<file path="src/rtl/seq_divider_pkg.sv">
`default_nettype none
// ============================================================================
//  Module   : seq_divider_pkg
//  Purpose  : Shared state encoding, flag bit positions and flag-byte helper
//             for the sequential restoring divider.
//  Revision : 1.0 - initial release
// ============================================================================
package seq_divider_pkg;

    // Controller states; encodings match the rest of the ALU control logic
    typedef enum logic [1:0] {
        ST_IDLE = 2'd0,
        ST_RUN  = 2'd1,
        ST_DONE = 2'd2
    } state_t;

    // Flag byte bit positions, common to every ALU unit
    localparam int c_ZF_BIT = 0;
    localparam int c_CF_BIT = 1;
    localparam int c_OF_BIT = 2;
    localparam int c_NF_BIT = 3;

    // Assemble the flags byte {4'b0, NF, OF, CF, ZF} from its conditions
    function automatic logic [7:0] make_flags(
        input logic is_zero,
        input logic is_neg,
        input logic is_wide,
        input logic div_zero
    );
        logic [7:0] v_flags;
        v_flags           = 8'h00;
        v_flags[c_ZF_BIT] = is_zero;
        v_flags[c_CF_BIT] = is_wide;
        v_flags[c_OF_BIT] = div_zero;
        v_flags[c_NF_BIT] = is_neg;
        return v_flags;
    endfunction

endpackage
`default_nettype wire

</file>
<file path="src/rtl/seq_divider_div_step.sv">
`default_nettype none
// ============================================================================
//  Module   : seq_divider_div_step
//  Purpose  : One restoring-division iteration: compare the shifted partial
//             remainder with the divisor, subtract when it fits.
//  Revision : 1.0 - initial release
// ============================================================================
module seq_divider_div_step #(
    parameter int VW = 4
) (
    input  logic [VW:0]   p,
    input  logic [VW-1:0] divisor,
    output logic [VW-1:0] partial_next,
    output logic          q_bit
);

    logic [VW-1:0] w_diff;

    // When the subtraction is taken the true result is below the divisor, so
    // the low VW bits of the modular difference are the exact remainder.
    assign q_bit        = (p >= {1'b0, divisor});
    assign w_diff       = p[VW-1:0] - divisor;
    assign partial_next = q_bit ? w_diff : p[VW-1:0];

endmodule
`default_nettype wire

</file>
<file path="src/rtl/seq_divider.sv">
`default_nettype none
// ============================================================================
//  Module   : seq_divider
//  Purpose  : Multi-cycle unsigned restoring divider, one quotient bit per
//             clock, with start/busy/done handshake and ALU-style flags.
//  Revision : 1.0 - initial release
// ============================================================================
module seq_divider #(
    parameter int DW = 8,
    parameter int VW = 4
) (
    input  logic          clk,
    input  logic          rst,
    input  logic          start,
    input  logic [DW-1:0] dividend,
    input  logic [VW-1:0] divisor,
    output logic          busy,
    output logic          done,
    output logic [DW-1:0] quot,
    output logic [VW-1:0] rem,
    output logic [7:0]    flags
);

    import seq_divider_pkg::*;

    localparam int                c_CW        = (DW > 1) ? $clog2(DW) : 1;
    localparam logic [c_CW-1:0]   c_LAST_ITER = c_CW'(DW - 1);
    localparam logic [DW-1:0]     c_OP_MAX    = DW'((1 << VW) - 1);
    localparam logic [DW-1:0]     c_DBZ_QUOT  = '1;

    state_t          r_state;
    logic [DW-1:0]   r_shift;
    logic [VW-1:0]   r_divisor;
    // The working remainder is VW+1 bits wide only transiently (w_p); what is
    // kept between iterations is always below the divisor and fits VW bits.
    logic [VW-1:0]   r_partial;
    logic [c_CW-1:0] r_count;

    logic [VW:0]     w_p;
    logic [VW-1:0]   w_partial_next;
    logic            w_q_bit;
    logic [DW-1:0]   w_quot_next;
    logic [7:0]      w_flags_next;
    logic [7:0]      w_dbz_flags;

    assign w_p          = {r_partial, r_shift[DW-1]};
    assign w_quot_next  = {r_shift[DW-2:0], w_q_bit};
    assign w_flags_next = make_flags(w_quot_next == '0, w_quot_next[DW-1],
                                     w_quot_next > c_OP_MAX, 1'b0);
    assign w_dbz_flags  = make_flags(c_DBZ_QUOT == '0, c_DBZ_QUOT[DW-1],
                                     c_DBZ_QUOT > c_OP_MAX, 1'b1);

    seq_divider_div_step #(
        .VW (VW)
    ) u_div_step (
        .p            (w_p),
        .divisor      (r_divisor),
        .partial_next (w_partial_next),
        .q_bit        (w_q_bit)
    );

    // Controller, datapath registers and registered result outputs
    always_ff @(posedge clk) begin
        if (rst) begin
            r_state   <= ST_IDLE;
            r_shift   <= '0;
            r_divisor <= '0;
            r_partial <= '0;
            r_count   <= '0;
            busy      <= 1'b0;
            done      <= 1'b0;
            quot      <= '0;
            rem       <= '0;
            flags     <= 8'h00;
        end else begin
            case (r_state)
                ST_IDLE, ST_DONE: begin
                    busy <= 1'b0;
                    done <= 1'b0;
                    if (start) begin
                        r_shift   <= dividend;
                        r_divisor <= divisor;
                        r_partial <= '0;
                        r_count   <= c_LAST_ITER;
                        if (divisor == '0) begin
                            // Divide by zero resolves immediately, no iteration
                            r_state <= ST_DONE;
                            done    <= 1'b1;
                            quot    <= c_DBZ_QUOT;
                            rem     <= '0;
                            flags   <= w_dbz_flags;
                        end else begin
                            r_state <= ST_RUN;
                            busy    <= 1'b1;
                        end
                    end else begin
                        r_state <= ST_IDLE;
                    end
                end
                ST_RUN: begin
                    r_shift   <= w_quot_next;
                    r_partial <= w_partial_next;
                    r_count   <= r_count - 1'b1;
                    if (r_count == '0) begin
                        r_state <= ST_DONE;
                        busy    <= 1'b0;
                        done    <= 1'b1;
                        quot    <= w_quot_next;
                        rem     <= w_partial_next;
                        flags   <= w_flags_next;
                    end
                end
                default: begin
                    r_state <= ST_IDLE;
                    busy    <= 1'b0;
                    done    <= 1'b0;
                end
            endcase
        end
    end

endmodule
`default_nettype wire

</file>
<file path="config.mk">
export PLATFORM = sky130hd
export DESIGN_NAME = seq_divider
export DESIGN_NICKNAME = d
export VERILOG_FILES = /design/src/rtl/seq_divider_pkg.sv /design/src/rtl/seq_divider_div_step.sv /design/src/rtl/seq_divider.sv
export SDC_FILE = /design/constraint.sdc
export NUM_CORES = 1
export LEC_CHECK = 0
export ABC_CLOCK_PERIOD_IN_PS = 1820
export CORE_ASPECT_RATIO = 1.2
export CORE_MARGIN = 4
export CORE_UTILIZATION = 45
export CTS_CLUSTER_DIAMETER = 200
export DETAILED_ROUTE_END_ITERATION = 7
export MAX_ROUTING_LAYER = met4
export PLACE_DENSITY = 0.72
export SYNTH_ARGS = -nofsm -noshare
export SYNTH_HDL_FRONTEND = slang
export SYNTH_HIERARCHICAL = 1
export SYNTH_SLANG_ARGS = --single-unit
export TNS_END_PERCENT = 1
</file>
<file path="constraint.sdc">
create_clock -name clk -period 1.82 [get_ports clk]
set_input_delay 0.182 -clock clk [delete_from_list [all_inputs] [get_ports clk]]
set_output_delay 0.182 -clock clk [all_outputs]
set_load 0.02 [all_outputs]
</file>
# After elaboration in Yosys (flattened, before gate mapping)
# Cells that the tools add are included.
# classes
n_addsub,2
n_lt_le_gt_ge,2
n_eq_ne,5
mux,31
reduce_logical,9
# op_table
operator,n
two-way mux 8 bit,7
case mux 8 bit (2 select lines),3
two-way mux 4 bit,5
case mux 4 bit (2 select lines),2
"greater-than comparator 8 x 4 -> 1 bit, second input constant",1
zero test 8 bit,1
two-way mux 1 bit,6
two-way mux 2 bit,3
"!= test 2 bit, second input constant",3
case mux 3 bit (2 select lines),1
greater-or-equal comparator 5 x 4 -> 1 bit,1
zero test 4 bit,1
case mux 1 bit (2 select lines),2
case mux 2 bit (2 select lines),1
AND reduction 2 bit,2
AND reduction 4 bit,1
subtractor 4 bit,1
zero test 3 bit,1
two-way mux 3 bit,1
"subtractor 3 x 1 -> 3 bit, second input constant",1
"== test 2 x 1 -> 1 bit, second input constant",1
"== test 2 bit, second input constant",1
zero test 2 bit,1
nonzero test 2 bit,1
OR reduction 2 bit,1
# word_totals
register_bits,43
out_inout_bits,22

# Longest topological paths before layout
# depth
ltp_word,4
ltp_mapped,9
depth_no_buf,9

# Modules after synthesis
# Netlist, hierarchy kept.
# by_module_without_submodules
mod,instances,cells_per_inst,area_per_inst_um2,seq_area_each_um2
seq_divider,1,188,1540.2,740.7
seq_divider_div_step,1,28,224.0,0.0

# Least setup slack after synthesis
# OpenSTA, ideal clock, no wires.
# synth_path
path_kind,reg-to-reg
startpoint,reg r_divisor[2]
endpoint,reg rem[2]
setup_ns,0.132
arrival_ns,1.449
t_required_ns,1.688
slack_ns,0.239
path_stages_with_launch,9
n_path_buf,0
period_less_slack_ns,1.581
cell_sequence,dfxtp_1 inv_1 ha_1 nand4_1 nand2_2 nor2_4 mux2_4 nand2_1 a21oi_1
# synth_between
elab_chain_cells,4
word_cells_on_any_way,5
# synth_rtl
element,line_no,rtl
start: declaration,seq_divider.sv:33,logic [VW-1:0] r_divisor;
start signal: assignment,seq_divider.sv:82,r_divisor <= divisor;
subtractor 4 bit / greater-or-equal comparator 5 x 4 -> 1 bit (equally long branches),"seq_divider_div_step.sv:22, seq_divider_div_step.sv:21",
two-way mux 4 bit *,seq_divider_div_step.sv:23,assign partial_next = q_bit ? w_diff : p[VW-1:0];
net w_partial_next[2],seq_divider.sv:40,logic [VW-1:0] w_partial_next;
two-way mux 4 bit *,seq_divider.sv:104,if (r_count == '0) begin
case mux 4 bit (2 select lines) *,seq_divider.sv:76,case (r_state)
end signal: assignment,seq_divider.sv:109,rem <= w_partial_next;
end: declaration,seq_divider.sv:20,"output logic [VW-1:0] rem,"
# Mark *: on every way through the listed nets, which the timed path passes. The rest lies on a longest branch. The select of a mux whose other input is x is not followed.
# A chain may end at the register's enable or synchronous reset.

# Worst setup path after layout
# layout_path
startpoint,reg r_divisor[1]
endpoint,reg flags[0]
# layout_between
elab_chain_cells,4
# layout_rtl
element,line_no,rtl
greater-or-equal comparator 5 x 4 -> 1 bit,seq_divider_div_step.sv:21,"assign q_bit = (p >= {1'b0, divisor});"
net w_q_bit,seq_divider.sv:41,logic w_q_bit;
zero test 8 bit,seq_divider.sv:48,"assign w_flags_next = make_flags(w_quot_next == '0, w_quot_next[DW-1],"
two-way mux 8 bit,seq_divider.sv:104,
case mux 8 bit (2 select lines),seq_divider.sv:76,
end signal: assignment,seq_divider.sv:91,flags <= w_dbz_flags;
end signal: assignment,seq_divider.sv:110,flags <= w_flags_next;
end: declaration,seq_divider.sv:21,output logic [7:0] flags
# The timed path passes the listed nets, and every way through them passes these cells. The select of a mux whose other input is x is not followed.

==> flow_summary.ini <==
[run_status]
status = completed

[power_and_ir_drop]
switching_share = 0.296
p_leak_nw = 0.867
p_int_mw = 1.53
finalPower_mw = 2.17
pwr-share-comb = 0.244
pwr-share-clk = 0.331
power_density_nw_per_um2 = 945
p_switching_mw = 0.642
sequentialPowerShare = 0.426
irDropWorstVdd_mv = 0.511

[timing]
setup_viol = 0
skew_ns = 0.00689
slew_viol_final = 0
hold_viol_final = 0
fmax_mhz = 598
finalWorstSetupSlack_ns = 0.146
rsz0062_at_grt = false
finalCriticalPeriod_ns = 1.67
fin_setup_tns_ns = 0
post-route-period-util = 0.920
hold_slack_ns = 0.461

[worst_setup_path]
end_kind = register
cpMaxStageDelayCell = dfxtp_1
crit_top_cell = inv_1
critPathLaunchType = register
slowest_delay_ns = 0.33
worst_ep_required_time_ns = 2.04
critPathArrivalTime_ns = 1.90
crit_path_max_fanout = 4
cp_cell_sequence = inv_1 -> ha_1 -> nand2b_1 -> a21oi_4 -> nor2_4 -> inv_1 -> nor3_1 -> nand4_1 -> mux2i_1
crit_type = reg -> reg

[yosys]
ys.flop_type = dfxtp_1
syn_area_sq_um = 1760
ys_ff_latch = 37
yosysWarnings = 6
synthTopCellsByCount = dfxtp_1 (37), nand2_1 (33), nor2_1 (28), a21oi_1 (17)
synth_edf_count = 0
ys_types = 35
syn_inst = 216
syn_avg_cell_area_sq_um = 8.17
yosysTopAreaCellShare = 0.420
synthArstFlopShare = 0
yosysTopAreaCell = dfxtp_1
yosysSeqAreaShare = 0.420
ys_top_cells_by_area = dfxtp_1 (42%), nand2_1 (7.0%), nor2_1 (6.0%)
yosysMostFrequentCell = dfxtp_1

[detailed_routing]
drt_first_pass_iters = 4
vias = 1581
drt_iter0_drc = 142
wl_per_cell_um = 13.3
finalWirelength_um = 4060
avgViaCountPerCell = 5.18
ant_nets = 0
drc_errors = 0

[cts]
clock_latency_ns = 0.29
htreeDepth = 2
cts_buffers = 5
cts_tree = yes
clkTransAtPathRegs_ns = 0.08
clockRootBuffer = clkbuf_8
cts_sinks = 37
cts.path.max_buffers = 2

[layout]
fin_area_sq_um = 2300
antenna_cells = 0
fin_nets = 274
syn2layout_area_growth_pct = 30.4
fillCellCount = 351
drive_gt1_frac = 0.123

[hold_path]
hp-class = in -> reg

[die]
dieHeight_um = 76.6
die_w_um = 65.2
num_io_pins = 37
initial_utilization = 0.478
coreArea_sq_um = 3690
die_area_sq_um = 4990
placementRows = 24

[grt]
grt-ovfl-total = 0
antenna_found_initial = 0
grt_util_all_layers = 0.183
grt_pass1_vias = 1565
grt_start_max_net_pins = 24
grt_pass1_wl_um = 7060

[placement]
port_buffers = 32
dp_slack_ns = 0.0809
hpwl_um = 2920
gp_congestion = 0.866
placed_cell_area_sq_um = 2170

[flow_run]
max_cap_violations = 0
[placed cells by master, fill, tap and decap left out, types with 2 or more instances in the layout]
cell type / count
a211oi_1: 9
a21oi_1: 17
a311oi_1: 7
a31oi_1: 2
buf_4: 13
clkbuf_8: 5
clkdlybuf4s50_1: 32
conb_1: 4
dfxtp_1: 37
ha_1: 5
inv_1: 9
mux2i_1: 3
nand2_1: 33
nand2_2: 2
nand2b_1: 7
nand3_1: 4
nand3b_1: 2
nand4_1: 2
nor2_1: 28
nor2b_1: 2
nor3_1: 7
nor4_1: 2
o211ai_1: 4
o21ai_2: 2
[worst paths after layout]
path	startpoint	end	slack [ns]	cells past startpoint
max reg2reg	r_divisor[1]$_SDFFE_PP0P_	flags[0]$_SDFFE_PP0P_	0.15	9
min	dividend[3]	r_shift[3]$_SDFFE_PP0P_	0.46	3
min reg2reg	r_divisor[2]$_SDFFE_PP0P_	r_divisor[2]$_SDFFE_PP0P_	0.46	2
max	r_divisor[1]$_SDFFE_PP0P_	flags[0]$_SDFFE_PP0P_	0.15	9
[layout make-up]
type / instances / area, sq um / area share
flip-flops and latches: 37 / 741 / 0.322
inverters: 9 / 33.8 / 0.0147
multi-input cells: 153 / 908 / 0.395
repair buffers: 46 / 438 / 0.190
well taps: 52 / 65.1 / 0.0283
clock buffers: 5 / 68.8 / 0.0299
clock inverters: 3 / 46.3 / 0.0201
[worst max-delay path, delay by kind of cell (launching register included)]
| family | cells | cell delay (ns) |
|---|---|---|
| adders and majority gates | 1 | 0.30 |
| muxes | 1 | 0.15 |
| and+or+nand+nor | 4 | 0.60 |
| buffers and inverters | 2 | 0.13 |
| DFF | 1 | 0.33 |
| AOI/OAI and AO/OA | 1 | 0.08 |
[metrics by stage]
stage          std cells   util
2_1_floorplan        219      -
3_3_place_gp         297  0.588
3_5_place_dp         297  0.588
4_1_cts              305  0.620
5_1_grt              305  0.623
6_report             305  0.623
[what timing repair did]
| action | 4_1_cts | 5_1_grt |
|---|---|---|
| setup endpoints to repair | 0 | 1 |
| resized for setup | 0 | 1 |
| buffers inserted | 0 | 0 |
| hold buffers | 0 | 0 |
[power by group through the flow]
stage          combinational, mW  clock, mW  sequential, mW
5_1_grt                    0.582      0.787           0.935
2_1_floorplan              0.330          0           0.964
6_report                   0.529      0.719           0.925
3_5_place_dp               0.521          0           0.943
3_3_place_gp               0.517          0           0.942
4_1_cts                    0.528      0.737           0.925
[flip-flops by register name, summed over array words and instances, names as in the netlist]
| register | flops |
|---|---|
| busy | 1 |
| flags | 4 |
| r_state | 1 |
| quot | 7 |
| r_divisor | 4 |
| done | 1 |
| r_partial | 4 |
| rem | 4 |
| r_count | 3 |
| r_shift | 8 |
[routing by layer]
layer,part of all wire,up-vias,GRT usage
li1,-,807,-
met1,0.45,736,0.224
met2,0.49,31,0.299
met3,0.043,7,0.0369
met4,0.016,0,0.0560
met5,0,-,-
[cells by family (layout without fill, tap and decap cells)]
logic type               count (synthesis)  count (layout)  synth area share
AND/OR/NAND/NOR                         93              93             0.242
flip-flops                              37              37             0.420
XOR/XNOR                                 1               1           0.00497
other                                    1               4           0.00213
multiplexers                             4               4            0.0255
buffers and inverters                   29              63            0.0787
adder cells (fa/ha/maj)                  7               7            0.0539
AO/OA/AOI/OAI                           44              44             0.173
Power figures use the tool's default switching activity.
